==> config.mk <==
export PLATFORM = sky130hd
export DESIGN_NAME = multi_bank_arbiter
export DESIGN_NICKNAME = d
export VERILOG_FILES = /design/src/rtl/multi_bank_arbiter.sv
export SDC_FILE = /design/constraint.sdc
export NUM_CORES = 1
export LEC_CHECK = 0
export CORE_UTILIZATION = 39
export CTS_BUF_LIST = sky130_fd_sc_hd__clkbuf_16
export CTS_CLUSTER_DIAMETER = 120
export DETAILED_ROUTE_END_ITERATION = 10
export PLACE_DENSITY_LB_ADDON = 0.15
export SLEW_MARGIN = 20
export SYNTH_ARGS = -nofsm -noshare
export SYNTH_HDL_FRONTEND = slang
export SYNTH_SLANG_ARGS = --single-unit
==> constraint.sdc <==
create_clock -name clk -period 4.7 [get_ports clk]
set_input_delay 0.94 -clock clk [delete_from_list [all_inputs] [get_ports clk]]
set_output_delay 0.94 -clock clk [all_outputs]
set_load 0.01 [all_outputs]
==> src/rtl/multi_bank_arbiter.sv <==
// Round-robin arbiter/sequencer sharing one registered-read multi-bank memory among NUM_REQ requesters.
// Latency: command registered at the acceptance edge; rsp_valid strobes 2 cycles after acceptance, in order.
// Backpressure: one-hot req_ready per cycle, none on responses. Optional macro ARB_LOCK_EN adds req_lock.
module multi_bank_arbiter #(
   parameter int DATA_WIDTH = 8,
   parameter int ADDR_WIDTH = 4,
   parameter int NUM_REQ    = 4
) (
   input  logic                          clk,
   input  logic                          rst,
   input  logic [NUM_REQ-1:0]            req_valid,
   output logic [NUM_REQ-1:0]            req_ready,
   input  logic [NUM_REQ-1:0]            req_we,
   input  logic [2*NUM_REQ-1:0]          req_bank,
   input  logic [ADDR_WIDTH*NUM_REQ-1:0] req_addr,
   input  logic [DATA_WIDTH*NUM_REQ-1:0] req_wdata,
`ifdef ARB_LOCK_EN
   input  logic [NUM_REQ-1:0]            req_lock,
`endif
   output logic [NUM_REQ-1:0]            rsp_valid,
   output logic [DATA_WIDTH-1:0]         rsp_data,
   output logic                          mem_we,
   output logic [1:0]                    mem_bank_sel,
   output logic [ADDR_WIDTH-1:0]         mem_addr,
   output logic [DATA_WIDTH-1:0]         mem_din,
   input  logic [DATA_WIDTH-1:0]         mem_dout
);

   localparam int ID_W = (NUM_REQ > 1) ? $clog2(NUM_REQ) : 1;

   // In-flight ownership record, one per pipeline stage between command and response.
   typedef struct packed {
      logic            vld;
      logic [ID_W-1:0] id;
      logic            is_write;
   } tag_t;

   logic [ID_W-1:0]       rr_ptr_q, rr_ptr_d;
   logic                  mem_we_q, mem_we_d;
   logic [1:0]            mem_bank_sel_q, mem_bank_sel_d;
   logic [ADDR_WIDTH-1:0] mem_addr_q, mem_addr_d;
   logic [DATA_WIDTH-1:0] mem_din_q, mem_din_d;
   tag_t                  tag1_q, tag1_d;
   tag_t                  tag2_q, tag2_d;

   logic                  grant_vld;
   logic [ID_W-1:0]       grant_id;

`ifdef ARB_LOCK_EN
   logic                  lock_vld_q, lock_vld_d;
   logic [ID_W-1:0]       lock_id_q, lock_id_d;
`endif

   // (base + off) mod NUM_REQ, with off always below NUM_REQ
   function automatic logic [ID_W-1:0] wrap_idx(input logic [ID_W-1:0] base, input int off);
      int s;
      s = int'(base) + off;
      if (s >= NUM_REQ) s = s - NUM_REQ;
      return ID_W'(s);
   endfunction

   // Grant selection: first valid requester at or after rr_ptr; a live lock owner overrides.
   always_comb begin
      logic [ID_W-1:0] cand;
      grant_vld = 1'b0;
      grant_id  = '0;
      cand      = '0;
      // Walk from the farthest offset down so the nearest valid requester wins.
      for (int k = NUM_REQ - 1; k >= 0; k--) begin
         cand = wrap_idx(rr_ptr_q, k);
         if (req_valid[cand]) begin
            grant_vld = 1'b1;
            grant_id  = cand;
         end
      end
`ifdef ARB_LOCK_EN
      // An owner that drops valid loses the lock this cycle, so round-robin applies instead.
      if (lock_vld_q && req_valid[lock_id_q]) begin
         grant_vld = 1'b1;
         grant_id  = lock_id_q;
      end
`endif
      req_ready = '0;
      if (grant_vld) req_ready[grant_id] = 1'b1;
   end

   // Next-state for pointer, command register, tag pipeline and lock.
   always_comb begin
      int gi;
      gi             = int'(grant_id);
      rr_ptr_d       = grant_vld ? wrap_idx(grant_id, 1) : rr_ptr_q;
      mem_we_d       = grant_vld & req_we[grant_id];
      mem_bank_sel_d = mem_bank_sel_q;
      mem_addr_d     = mem_addr_q;
      mem_din_d      = mem_din_q;
      if (grant_vld) begin
         mem_bank_sel_d = req_bank[2*gi +: 2];
         mem_addr_d     = req_addr[ADDR_WIDTH*gi +: ADDR_WIDTH];
         mem_din_d      = req_wdata[DATA_WIDTH*gi +: DATA_WIDTH];
      end
      tag1_d.vld      = grant_vld;
      tag1_d.id       = grant_id;
      tag1_d.is_write = req_we[grant_id];
      tag2_d          = tag1_q;
`ifdef ARB_LOCK_EN
      lock_vld_d = lock_vld_q;
      lock_id_d  = lock_id_q;
      if (grant_vld) begin
         lock_vld_d = req_lock[grant_id];
         lock_id_d  = grant_id;
      end else if (lock_vld_q && !req_valid[lock_id_q]) begin
         lock_vld_d = 1'b0;
      end
`endif
   end

   // State registers; reset drops any in-flight tags so their responses never appear.
   always_ff @(posedge clk or posedge rst) begin
      if (rst) begin
         rr_ptr_q       <= '0;
         mem_we_q       <= 1'b0;
         mem_bank_sel_q <= '0;
         mem_addr_q     <= '0;
         mem_din_q      <= '0;
         tag1_q         <= '0;
         tag2_q         <= '0;
`ifdef ARB_LOCK_EN
         lock_vld_q     <= 1'b0;
         lock_id_q      <= '0;
`endif
      end else begin
         rr_ptr_q       <= rr_ptr_d;
         mem_we_q       <= mem_we_d;
         mem_bank_sel_q <= mem_bank_sel_d;
         mem_addr_q     <= mem_addr_d;
         mem_din_q      <= mem_din_d;
         tag1_q         <= tag1_d;
         tag2_q         <= tag2_d;
`ifdef ARB_LOCK_EN
         lock_vld_q     <= lock_vld_d;
         lock_id_q      <= lock_id_d;
`endif
      end
   end

   // Response routing: tag stage 2 lines up with the memory's registered read data.
   always_comb begin
      rsp_valid = '0;
      if (tag2_q.vld) rsp_valid[tag2_q.id] = 1'b1;
      rsp_data = (tag2_q.vld && !tag2_q.is_write) ? mem_dout : '0;
   end

   assign mem_we       = mem_we_q;
   assign mem_bank_sel = mem_bank_sel_q;
   assign mem_addr     = mem_addr_q;
   assign mem_din      = mem_din_q;

endmodule
# Word level (Yosys, flattened, before mapping)
# Index checks and enable logic that the tools add are counted.
[totals]
word_cells = 71
ff_bits = 25
inputBits = 74
output_inout_bits = 31
[classes]
add_sub_neg = 9
bitwise = 1
n_reduce_logical = 4
muxes = 30
shift = 3
n_lt_le_gt_ge = 13
[ops]
columns = ["cell", "n"]
rows = [
  ["$shiftx 32x6->8", 1],
  ["$lt 2x3->1 const B", 6],
  ["$mux 2", 9],
  ["$shiftx 16x5->4", 1],
  ["$ge 3x3->1 const B", 4],
  ["$mux 1", 11],
  ["$bmux 1 s2", 5],
  ["$sub 2x1->2 const B", 5],
  ["$mux 4", 2],
  ["$mux 8", 1],
  ["$shiftx 8x4->2", 1],
  ["$add 2x1->3 const B", 2],
  ["$add 2x2->3 const B", 2],
  ["$demux 1 s2", 2],
  ["$ge 2x1->1 const B", 2],
  ["$ge 2x3->1 const B", 1],
  ["$logic_and 1x1->1", 3],
  ["$and 1x1->1", 1],
  ["$logic_not 1->1", 1],
]

# Logic depth before layout (Yosys ltp)
# Gate-level depths: netlist of the first run.
[depth]
word_depth = 14
depth_mapped = 8
ltp_nobuf = 6

# Worst setup path before layout of the first run
# No wires, ideal clock.
[synth_timing]
path_kind = "input -> output"
from = "in req_valid[1]"
to = "out req_ready[0]"
arrival_ns = 2.337
path_stages = 8
required_ns = 3.760
slack_ns = 1.423
n_path_buf = 2
cell_sequence = "and2b_1 a211o_1 o21a_1 buf_4 clkbuf_1 inv_2 ha_1 and2_1"
[synth_between]
elab_chain_cells = 11
word_cells_on_any_way = 22
classes_between = "2 x order compare; 19 x mux; 1 x reduce/logical"
[synth_rtl]
columns = ["item", "line_no", "text"]
rows = [
  ["from (decl)", "11", "input logic [NUM_REQ-1:0] req_valid,"],
  ["$bmux 1 s2", "71", "if (req_valid[cand]) begin"],
  ["$mux 1 (not written as such)", "71", ""],
  ["$mux 2 (3 in series)", "71", ""],
  ["$mux 2 (*)", "71", ""],
  ["net grant_id[1]", "47", "logic [ID_W-1:0] grant_id;"],
  ["$lt 2x3->1 (not written as such) / $ge 2x1->1 (equally long branches)", "84", "if (grant_vld) req_ready[grant_id] = 1'b1;"],
  ["$logic_and 1x1->1 (not written as such)", "84", ""],
  ["$mux 1 (not written as such)", "84", ""],
  ["$demux 1 s2 (*)", "84", ""],
  ["$mux 4 (*)", "84", ""],
  ["to (decl)", "12", "output logic [NUM_REQ-1:0] req_ready,"],
]
# Mark *: on every way through the listed nets, which the timed path passes. The rest lies on a longest branch. The select of a mux whose other input is x is not followed.

# Worst setup path after layout of the first run
[layout_timing]
from = "in req_valid[3]"
to = "out req_ready[0]"
[layout_between]
elab_chain_cells = 11
word_cells_on_any_way = 22
classes_between = "2 x order compare; 19 x mux; 1 x reduce/logical"
[layout_rtl]
columns = ["item", "line_no"]
rows = [
  ["$bmux 1 s2", "71"],
  ["$mux 1 (not written as such)", "71"],
  ["$mux 2 (4 in series)", "71"],
  ["$lt 2x3->1 (not written as such) / $ge 2x1->1 (equally long branches)", "84"],
  ["$logic_and 1x1->1 (not written as such)", "84"],
  ["$mux 1 (not written as such)", "84"],
  ["$demux 1 s2", "84"],
  ["$mux 4 (*)", "84"],
]
# Mark *: on every way between the ends. The rest lies on a longest branch, timed or not. The select of a mux whose other input is x is not followed.

==> impl_results.md, run 1 <==
* Largest family of logic cells by synthesized area: simple AND/OR/NAND/NOR gates
* Max stage delay on crit path at ~0.56 ns
* YS warnings at 0
* # Max-Cap Violations at 0
* Status: complete, no violations
* Synthesized flop and latch total at 25
* Multi-input gate area at 885 µm²
* Post-synthesis adder-cell area fraction at 0.0311
* Vias in the first global route at 1533
* Most common cell on crit path: clkdlybuf4s50_1
* Resize count post-CTS at 0
* Total number of H-tree levels at 1
* Fin util at 0.729
* Die area at 0.00439 mm²
* Root buf cell: clkbuf_16
* DRT Pass-1 Iters at 4
* CP bufs+invs at 3
* Synth Area per Inst at 10.2 µm²
* Io pins at 105
* CORE AREA at roughly 0.0038 mm²
* Simple-gate area share of the yosys netlist at 0.236
* Relative slew margins at 0.412
* Critical Path Fanout Max at 19
* Final nets at 341
* Global-route wire length before repair at 7010 µm
* Post-synth top flop: dfrtp_1
* Hold buffer count at CTS at 0
* CP Data Required Time at 3.76 ns
* Avg Vias per Cell at 4.92
* GRT Total Usage at 0.210
* Arrival @ worst endpoint at approximately 3.2 ns
* Period Utilization, post-route at 0.889
* Routed vias at between 1500 and 2000
* Critical path endpoint category: primary output
* Pins Over Slew Limit at 0
* Seq/Total Area, Yosys at 0.389
* Finish-stage setup viols at 0
* Synth Area in Compound Gates at 0.176
* Synth area leaders: dfrtp_1 (39%), a211oi_1 (12%), mux2i_1 (9.9%), nor3b_1 (7.0%), and2_1 (4.7%)
* CTS tree: done
* Largest net degree at the start of global routing at 26
* Met2 Use GR at 0.360
* # Post-CTS Setup Buffers at 0
* I/O Buffers at 104
* Slowest-stage cell, CP: clkdlybuf4s50_1
* Area grow syn2layout at 71.9%
* Mapped Area at 0.00161 mm²
* Largest area contributor in the netlist: dfrtp_1
* Final hold vios at 0
* F_max at 0.239 GHz
* Gr ovfl total at 0
* Antenna viol nets, final at 0
* Register area at 626 µm²
* CP cell instances: clkdlybuf4s50_1 > nor2_2 > nor4b_4 > or2_1 > inv_12 > ha_1 > and2_1 > clkdlybuf4s50_1
* Worst-Skew Late Latency at 0.25 ns
* M1 GR Usage at 0.264
* TritonCTS Buffers at 3
* Peak supply drop at approximately 300 µV
* P_leak at 1.14 nW
* Drt drc at 0
* Worst-path clk slew at 0.06 ns
* Crit path max-delay family: buffers and inverters
* Layout cell share with drive strength beyond 1 at 0.0763
* Die X at ~66 µm
* PD cells at 494 mW/mm²
* Worst hold path type: flip-flop to flip-flop
* Row count at 22
* Yosys cell types at 33
* Maximum clock path buffer count at 2
* Post-synthesis instance total at 158
* DR WL/cell at around 14 µm
* Grt met3 use at 0.0500
* Top cell type's share of synthesized area at 0.389
* Dpl hpwl at 3470 µm
* Minimum clock period after layout at 4.18 ns
* Skew final at roughly 0.0024 ns
* Worst Setup Start Kind: primary input
* XOR/XNOR share of the synthesized area at 0
* Asr flop ratio synth at 1.00
* Antenna diodes at 0
* Syn Nets at 236
* Fill cells at 315
* Placer congestion estimate at ~0.7
* Slew @ Worst Pin at 0.881 ns
* WL final at 4460 µm
* Initial antenna violation count at 0
* Mux cell area share after synthesis at 0.106
* Setup TNS at 0 ns
* Num Clock Sinks at 25
* Number of flops mapped to enable cells by yosys at 0
* Initial Utilization at 0.424
* Drt initial violations at 43
* GR peak layer: met2
* Die height at 66.3 µm
* Critical path class: primary input to primary output
* RSZ-0062 raised after global routing: no
==> layout make-up <==
| class | count | area share |
|---|---|---|
| Multi-Input combinational cell | 118 | 0.320 |
| Sequential cell | 25 | 0.226 |
| Timing Repair Buffer | 110 | 0.392 |
| Tap cell | 48 | 0.0217 |
| Clock inverter | 1 | 0.00181 |
| Inverter | 5 | 0.0113 |
| Clock buffer | 3 | 0.0271 |
==> where the power goes <==
group / leakage, nW / switching (mW) / internal (mW)
Clock: 0.0409 / 0.0680 / 0.114
Sequential: 0.284 / 0.0634 / 0.315
Combinational: 0.816 / 0.367 / 0.439
Total: 1.14 / 0.498 / 0.869
==> flip-flops by register name, summed over array words and instances, names as in the netlist <==
name	flops
tag1_q	4
mem_din	8
mem_we	1
tag2_q	4
mem_addr	4
mem_bank_sel	2
rr_ptr_q	2
==> cells by family after synthesis <==
logic type                 count (synthesis)
AOI/OAI and AO/OA                         37
adders and majority gates                  4
buffers and inverters                     15
DFF                                       25
muxes                                     17
and+or+nand+nor                           60
==> metal layers <==
metal / part of all wire / vias to the layer above
met5: 0 / -
met2: 0.49 / 52
met1: 0.44 / 690
li1: - / 781
met4: 0.0054 / 0
met3: 0.063 / 2
==> worst paths after layout <==
path,start,to,slack [ns],cells past startpoint
worst max-delay path,req_valid[3],req_ready[0],0.52,8
max in group asynchronous,rst,tag2_q[1]$_DFF_PP0_,2.99,2
worst min register to register,tag1_q[3]$_DFF_PP0_,tag2_q[3]$_DFF_PP0_,0.35,0
worst max register to register,rr_ptr_q[0]$_DFFE_PP0P_,rr_ptr_q[1]$_DFFE_PP0P_,2.75,5
worst min-delay path,tag1_q[3]$_DFF_PP0_,tag2_q[3]$_DFF_PP0_,0.35,0
min in group asynchronous,rst,mem_din[7]$_DFFE_PP0P_,1.17,2
==> cells in the mapped netlist (all sizes together), types with 2 or more instances <==
| cell type | n |
|---|---|
| clkbuf | 6 |
| inv | 5 |
| buf | 4 |
| a211oi | 28 |
| nor3b | 15 |
| ha | 4 |
| and2b | 3 |
| o21ai | 4 |
| dfrtp | 25 |
| mux2i | 16 |
| nor2b | 2 |
| nand2 | 3 |
| and2 | 12 |
| nor2 | 20 |
==> metrics by stage <==
step / setup slack (ns) / power, mW / hold slack (ns) / cells / instance area (µm²)
floorplan: 1.42 / 0.827 / 0.331 / 158 / 1610
global placement: 0.528 / 1.18 / 0.332 / 306 / 2690
CTS: 0.495 / 1.38 / 0.348 / 310 / 2770
global route: 0.419 / 1.46 / 0.356 / 310 / 2770
detailed placement: 0.515 / 1.19 / 0.335 / 306 / 2690
finish: 0.520 / 1.37 / 0.348 / 310 / 2770
==> worst reg2reg max path, stage by stage (launching register included) <==
cell,delay [ns]
dfrtp_1,0.36
and2b_1,0.23
nor4b_4,0.24
or2_1,0.41
ha_1,0.33
mux2_2,0.27
==> layout by cell type, fill, tap and decap left out, types with 2 or more instances in the layout <==
cell / netlist / final
clkbuf_16: 0 / 3
nor3b_1: 15 / 15
ha_1: 4 / 4
a211oi_2: 2 / 2
inv_1: 3 / 3
clkdlybuf4s50_1: 0 / 104
dfrtp_1: 25 / 25
buf_4: 2 / 6
nand2_1: 3 / 3
a211oi_1: 26 / 26
and2b_1: 3 / 3
and2_1: 12 / 12
nor2_1: 19 / 19
o21ai_0: 3 / 3
mux2i_1: 16 / 16
(Power assumes the default switching activity.)
==> run 2: changes to the inputs <==
CORE_MARGIN = 1   (was default)
==> results of run 2 <==
No change in the layout: final DEF, timing and power equal those of run 1.
